**src/rtl/ex_operand_stage.sv**
```systemverilog
// ID/EX pipeline register feeding the EX-stage ALU: captures decoded fields,
// forwards MEM/WB results onto the operands and decodes the ALU operation code.
module ex_operand_stage #(
  parameter int DATA_WIDTH     = 32,
  parameter int REG_ADDR_WIDTH = 5,
  parameter int OPCODE_LENGTH  = 4
) (
  input  logic                      clk,
  input  logic                      reset,
  input  logic                      stall,
  input  logic                      flush,
  input  logic                      id_valid,
  input  logic [DATA_WIDTH-1:0]     id_rs1_data,
  input  logic [DATA_WIDTH-1:0]     id_rs2_data,
  input  logic [DATA_WIDTH-1:0]     id_imm,
  input  logic [DATA_WIDTH-1:0]     id_pc,
  input  logic [REG_ADDR_WIDTH-1:0] id_rs1_addr,
  input  logic [REG_ADDR_WIDTH-1:0] id_rs2_addr,
  input  logic [REG_ADDR_WIDTH-1:0] id_rd_addr,
  input  logic [1:0]                id_alu_op,
  input  logic                      id_alu_src,
  input  logic [2:0]                id_funct3,
  input  logic                      id_funct7_b5,
  input  logic                      id_reg_write,
  input  logic                      mem_reg_write,
  input  logic [REG_ADDR_WIDTH-1:0] mem_rd,
  input  logic [DATA_WIDTH-1:0]     mem_result,
  input  logic                      wb_reg_write,
  input  logic [REG_ADDR_WIDTH-1:0] wb_rd,
  input  logic [DATA_WIDTH-1:0]     wb_result,
  output logic [DATA_WIDTH-1:0]     SrcA,
  output logic [DATA_WIDTH-1:0]     SrcB,
  output logic [OPCODE_LENGTH-1:0]  Operation,
  output logic                      ex_valid,
  output logic                      ex_reg_write,
  output logic [REG_ADDR_WIDTH-1:0] ex_rd,
  output logic [DATA_WIDTH-1:0]     ex_store_data,
  output logic [DATA_WIDTH-1:0]     ex_pc,
  output logic [DATA_WIDTH-1:0]     ex_imm
);

  localparam logic [OPCODE_LENGTH-1:0] OP_AND   = OPCODE_LENGTH'(4'b0000);
  localparam logic [OPCODE_LENGTH-1:0] OP_OR    = OPCODE_LENGTH'(4'b0001);
  localparam logic [OPCODE_LENGTH-1:0] OP_ADD   = OPCODE_LENGTH'(4'b0010);
  localparam logic [OPCODE_LENGTH-1:0] OP_XOR   = OPCODE_LENGTH'(4'b0011);
  localparam logic [OPCODE_LENGTH-1:0] OP_SUB   = OPCODE_LENGTH'(4'b0100);
  localparam logic [OPCODE_LENGTH-1:0] OP_BNE   = OPCODE_LENGTH'(4'b0101);
  localparam logic [OPCODE_LENGTH-1:0] OP_BLT   = OPCODE_LENGTH'(4'b0110);
  localparam logic [OPCODE_LENGTH-1:0] OP_BGE   = OPCODE_LENGTH'(4'b0111);
  localparam logic [OPCODE_LENGTH-1:0] OP_BEQ   = OPCODE_LENGTH'(4'b1000);
  localparam logic [OPCODE_LENGTH-1:0] OP_UNSUP = OPCODE_LENGTH'(4'b1111);

  typedef struct packed {
    logic                      valid;
    logic                      reg_write;
    logic [1:0]                alu_op;
    logic                      alu_src;
    logic [2:0]                funct3;
    logic                      funct7_b5;
    logic [REG_ADDR_WIDTH-1:0] rs1_addr;
    logic [REG_ADDR_WIDTH-1:0] rs2_addr;
    logic [REG_ADDR_WIDTH-1:0] rd_addr;
    logic [DATA_WIDTH-1:0]     rs1_data;
    logic [DATA_WIDTH-1:0]     rs2_data;
    logic [DATA_WIDTH-1:0]     imm;
    logic [DATA_WIDTH-1:0]     pc;
  } id_ex_t;

  id_ex_t                  id_fields;
  id_ex_t                  ex_q;
  logic [DATA_WIDTH-1:0]   rs1_fwd;
  logic [DATA_WIDTH-1:0]   rs2_fwd;

  always_comb begin
    id_fields.valid     = id_valid;
    id_fields.reg_write = id_reg_write;
    id_fields.alu_op    = id_alu_op;
    id_fields.alu_src   = id_alu_src;
    id_fields.funct3    = id_funct3;
    id_fields.funct7_b5 = id_funct7_b5;
    id_fields.rs1_addr  = id_rs1_addr;
    id_fields.rs2_addr  = id_rs2_addr;
    id_fields.rd_addr   = id_rd_addr;
    id_fields.rs1_data  = id_rs1_data;
    id_fields.rs2_data  = id_rs2_data;
    id_fields.imm       = id_imm;
    id_fields.pc        = id_pc;
  end

  // An all-zero record is a bubble: invalid, alu_op 00, x0 addresses.
  always_ff @(posedge clk or negedge reset) begin
    if (!reset) begin
      ex_q <= '0;
    end else if (flush) begin
      ex_q <= '0;
    end else if (!stall) begin
      ex_q <= id_fields;
    end
  end

  // MEM is the younger producer, so it wins over WB; x0 is never forwarded.
  always_comb begin
    rs1_fwd = ex_q.rs1_data;
    if (mem_reg_write && (mem_rd != '0) && (mem_rd == ex_q.rs1_addr)) begin
      rs1_fwd = mem_result;
    end else if (wb_reg_write && (wb_rd != '0) && (wb_rd == ex_q.rs1_addr)) begin
      rs1_fwd = wb_result;
    end

    rs2_fwd = ex_q.rs2_data;
    if (mem_reg_write && (mem_rd != '0) && (mem_rd == ex_q.rs2_addr)) begin
      rs2_fwd = mem_result;
    end else if (wb_reg_write && (wb_rd != '0) && (wb_rd == ex_q.rs2_addr)) begin
      rs2_fwd = wb_result;
    end
  end

  // Immediate-form arithmetic (ADDI) ignores bit 30, so SUB needs alu_src=0.
  always_comb begin
    Operation = OP_UNSUP;
    unique case (ex_q.alu_op)
      2'b00: Operation = OP_ADD;
      2'b01: begin
        case (ex_q.funct3)
          3'b000:  Operation = OP_BEQ;
          3'b001:  Operation = OP_BNE;
          3'b100:  Operation = OP_BLT;
          3'b101:  Operation = OP_BGE;
          default: Operation = OP_UNSUP;
        endcase
      end
      2'b10: begin
        case (ex_q.funct3)
          3'b000:  Operation = (!ex_q.alu_src && ex_q.funct7_b5) ? OP_SUB : OP_ADD;
          3'b100:  Operation = OP_XOR;
          3'b110:  Operation = OP_OR;
          3'b111:  Operation = OP_AND;
          default: Operation = OP_UNSUP;
        endcase
      end
      default: Operation = OP_UNSUP;
    endcase
  end

  assign SrcA          = rs1_fwd;
  assign SrcB          = ex_q.alu_src ? ex_q.imm : rs2_fwd;
  assign ex_store_data = rs2_fwd;
  assign ex_valid      = ex_q.valid;
  assign ex_reg_write  = ex_q.reg_write & ex_q.valid;
  assign ex_rd         = ex_q.rd_addr;
  assign ex_pc         = ex_q.pc;
  assign ex_imm        = ex_q.imm;

endmodule

```
**config.mk**
```make
export PLATFORM = sky130hd
export DESIGN_NAME = ex_operand_stage
export DESIGN_NICKNAME = d
export VERILOG_FILES = /design/src/rtl/ex_operand_stage.sv
export SDC_FILE = /design/constraint.sdc
export NUM_CORES = 1
export LEC_CHECK = 0
export ABC_CLOCK_PERIOD_IN_PS = 4100
export CAP_MARGIN = 20
export CORE_MARGIN = 4
export CORE_UTILIZATION = 32
export DETAILED_ROUTE_END_ITERATION = 8
export PLACE_DENSITY_LB_ADDON = 0.2
export SLEW_MARGIN = 15
export SYNTH_ARGS = -nofsm -noshare
export SYNTH_HDL_FRONTEND = slang
export SYNTH_SLANG_ARGS = --single-unit
export TNS_END_PERCENT = 50
```
**constraint.sdc**
```tcl
create_clock -name clk -period 4.1 [get_ports clk]
set_input_delay 0.41 -clock clk [delete_from_list [all_inputs] [get_ports clk]]
set_output_delay 0.41 -clock clk [all_outputs]
set_load 0.05 [all_outputs]
```
==> impl_metrics.env <==
export IMPL_status="completed"
export IMPL_ir_drop_v=0.000251
export IMPL_critPathKind="primary input to primary output"
export IMPL_grtUsageMet1_pct=25.0
export IMPL_wl_mm=32.5
export IMPL_die_h_um=177
export IMPL_grt_setup_unrepaired="false"
export IMPL_rr_endpoint="ex_q[147]"
export IMPL_cts_sinks=152
export IMPL_worstMarginPinSlew_ps=892
export IMPL_switchingPower_mw=1.65
export IMPL_cts_tree="built"
export IMPL_std_cell_rows=61
export IMPL_fmax_mhz=280
export IMPL_sw_frac_of_total_pct=33.3
export IMPL_relSlewSlack_pct=40.6
export IMPL_io_buffers=402
export IMPL_final_cell_mix="clkdlybuf4s50_1 (311), mux2i_1 (216), nor2_1 (188)"
export IMPL_hpwlAfterDp_mm=23.8
export IMPL_dr_pass1_iters=5
export IMPL_grt_max_degree=88
export IMPL_worstPathRequired_ps=3690
export IMPL_overflow=0
export IMPL_stdcell_count=1625
export IMPL_worstRegToRegCells=3
export IMPL_cp_start_kind="primary input"
export IMPL_htree_levels=4
export IMPL_antenna_found_initial=3
export IMPL_ys_seq_area_share_pct=41.4
export IMPL_syn_area_sq_mm=0.00918
export IMPL_synthesis_nets=1173
export IMPL_grt_usage_pct=20.3
export IMPL_grt_pass1_wl_mm=49.1
export IMPL_drcViolationCount=0
export IMPL_worstPathArrival_ps=3160
export IMPL_final_common_cell="clkdlybuf4s50_1"
export IMPL_die_area_sq_mm=0.0315
export IMPL_avgViaCountPerCell=4.74
export IMPL_ys_flop_type="dfrtp_1"
export IMPL_pwr_share_seq_pct=33.4
export IMPL_finalPower_mw=4.95
export IMPL_setup_tns_ps=0
export IMPL_crit_reg2reg_launch="ex_q[147]"
export IMPL_internal_power_mw=3.30
export IMPL_io_pins=403
export IMPL_ant_nets=0
export IMPL_final_max_slew_violation_count=0
export IMPL_yosysWarnings=0
export IMPL_use_met2_pct=34.6
export IMPL_cts_repair_resized=0
export IMPL_synth_top_area_share_pct=41.4
export IMPL_hold_viol_final=0
export IMPL_route_vias_total=7700
export IMPL_die_width_um=177
export IMPL_cts_path_max_buffers=2
export IMPL_fin_util_pct=50.0
export IMPL_period_needed_ps=3570
export IMPL_cts_root_buf="clkbuf_16"
export IMPL_pwr_share_clk_pct=34.8
export IMPL_yosysTopAreaCell="dfrtp_1"
export IMPL_synthCells=941
export IMPL_p_comb_share_pct=31.8
export IMPL_drtIter0Drc=389
export IMPL_pwr_density_cell_mw_per_mm2=353
export IMPL_cts_buffers=17
export IMPL_maxCapViolCount=0
export IMPL_min_period_over_period_pct=87.1
export IMPL_grt_util_met3_pct=6.50
export IMPL_final_net_count=1466
export IMPL_wire_per_inst_um=20.0
export IMPL_skew_ps=0
export IMPL_syn_area_per_cell_sq_um=9.75
export IMPL_start_util_pct=32.8
export IMPL_finalSetupViolCount=0
export IMPL_core_area_sq_mm=0.0280
export IMPL_cts_hold_buf=0
export IMPL_crit_fanout=9
export IMPL_synthArstFlopShare_pct=100
export IMPL_clkSlewWorstSetupHoldPaths_ps=70
export IMPL_area_growth_pct=52.6
export IMPL_synth_edff_count=0
export IMPL_cts_setup_buffers=0
export IMPL_ff2ff_setup_slack_ps=2480
export IMPL_busiest_layer="met2"
export IMPL_layout_drive_gt1_share_pct=13.4
export IMPL_leakagePower_nw=6.33
export IMPL_synth_area_leaders="dfrtp_1 (41%), mux2i_1 (24%), nor2_1 (7.7%)"
export IMPL_place_gp_congestion=0.829
export IMPL_worstSkewPairLatency_ps=410
export IMPL_netlist_cell_type_count=32
export IMPL_placed_cells=1593
export IMPL_grt_pass1_vias=8048
export IMPL_hold_class="primary input to async pin"
export IMPL_ys_seq_elements=152
export IMPL_end_kind="primary output"
[worst max-delay path by stage]
| stage | cells past startpoint | end | startpoint |
|---|---|---|---|
| 2_1_floorplan | 6 | SrcB[31] | mem_rd[1] |
| 3_3_place_gp | 7 | SrcA[15] | wb_rd[1] |
| 3_5_place_dp | 7 | SrcA[19] | wb_rd[1] |
| 4_1_cts | 7 | SrcA[24] | wb_rd[1] |
| 5_1_grt | 7 | SrcA[18] | wb_rd[1] |
| 6_report | 7 | SrcA[21] | wb_rd[1] |
[critical path, stage by stage]
cell and delay, ps:
clkdlybuf4s50_1 480, or4_1 550, o21a_1 220, and4_2 340
mux2i_1 170, o21ai_1 150, clkdlybuf4s50_1 820
[cells in the mapped netlist (all sizes together), types with 3 or more instances]
master    n
a21oi    37
a221oi   32
buf     105
clkbuf   34
dfrtp   152
inv      36
mux2i   216
nand2    34
nand3     3
nor2    188
nor3     36
o21ai    34
xnor2     6
xor2     14
[state kept, by name, indices dropped and copies added (netlist names)]
name / flops
ex_rd: 5
ex_pc: 32
ex_valid: 1
ex_imm: 32
ex_q: 82
[power by group through the flow]
stage | sequential [mW] | clock (mW) | combinational (mW)
floorplan | 1.65 | 0 | 0.895
global placement | 1.68 | 0 | 1.58
detailed placement | 1.68 | 0 | 1.59
CTS | 1.65 | 1.78 | 1.59
global route | 1.67 | 1.83 | 1.66
finish | 1.65 | 1.72 | 1.57
[per-layer routing]
| metal | vias to the layer above | part of all wire, % |
|---|---|---|
| li1 | 3739 | - |
| met2 | 281 | 49 |
| met3 | 31 | 8.2 |
| met4 | 4 | 1.6 |
| met1 | 3645 | 41 |
| met5 | - | 0.062 |
[layout make-up]
cell class	count	area (sq um)
Timing Repair Buffer	413	4630
Sequential cell	152	3810
Multi-Input combinational cell	614	4340
Fill cell	2640	14000
Clock inverter	12	190
Antenna cell	1	2.50
Clock buffer	19	433
Tap cell	378	473
Inverter	36	135
[through the flow]
step / worst slack, ps / area, sq um / hold WS (ps)
after floorplan: 1030 / 9180 / 114
after global placement: 540 / 13400 / 499
after detailed placement: 520 / 13400 / 512
after CTS: 515 / 14000 / 71.3
after global routing: 423 / 14000 / 80.3
final: 529 / 14000 / 20.2
[kinds of logic after synthesis]
logic type	count (synthesis)	share of synthesized area [%]
AND/OR/NAND/NOR	269	12.1
multiplexers	216	23.6
buffers and inverters	175	11.5
flip-flops	152	41.4
AO/OA/AOI/OAI	109	9.52
XOR/XNOR	20	1.91
Note: power is estimated with default switching activity, not from simulation.
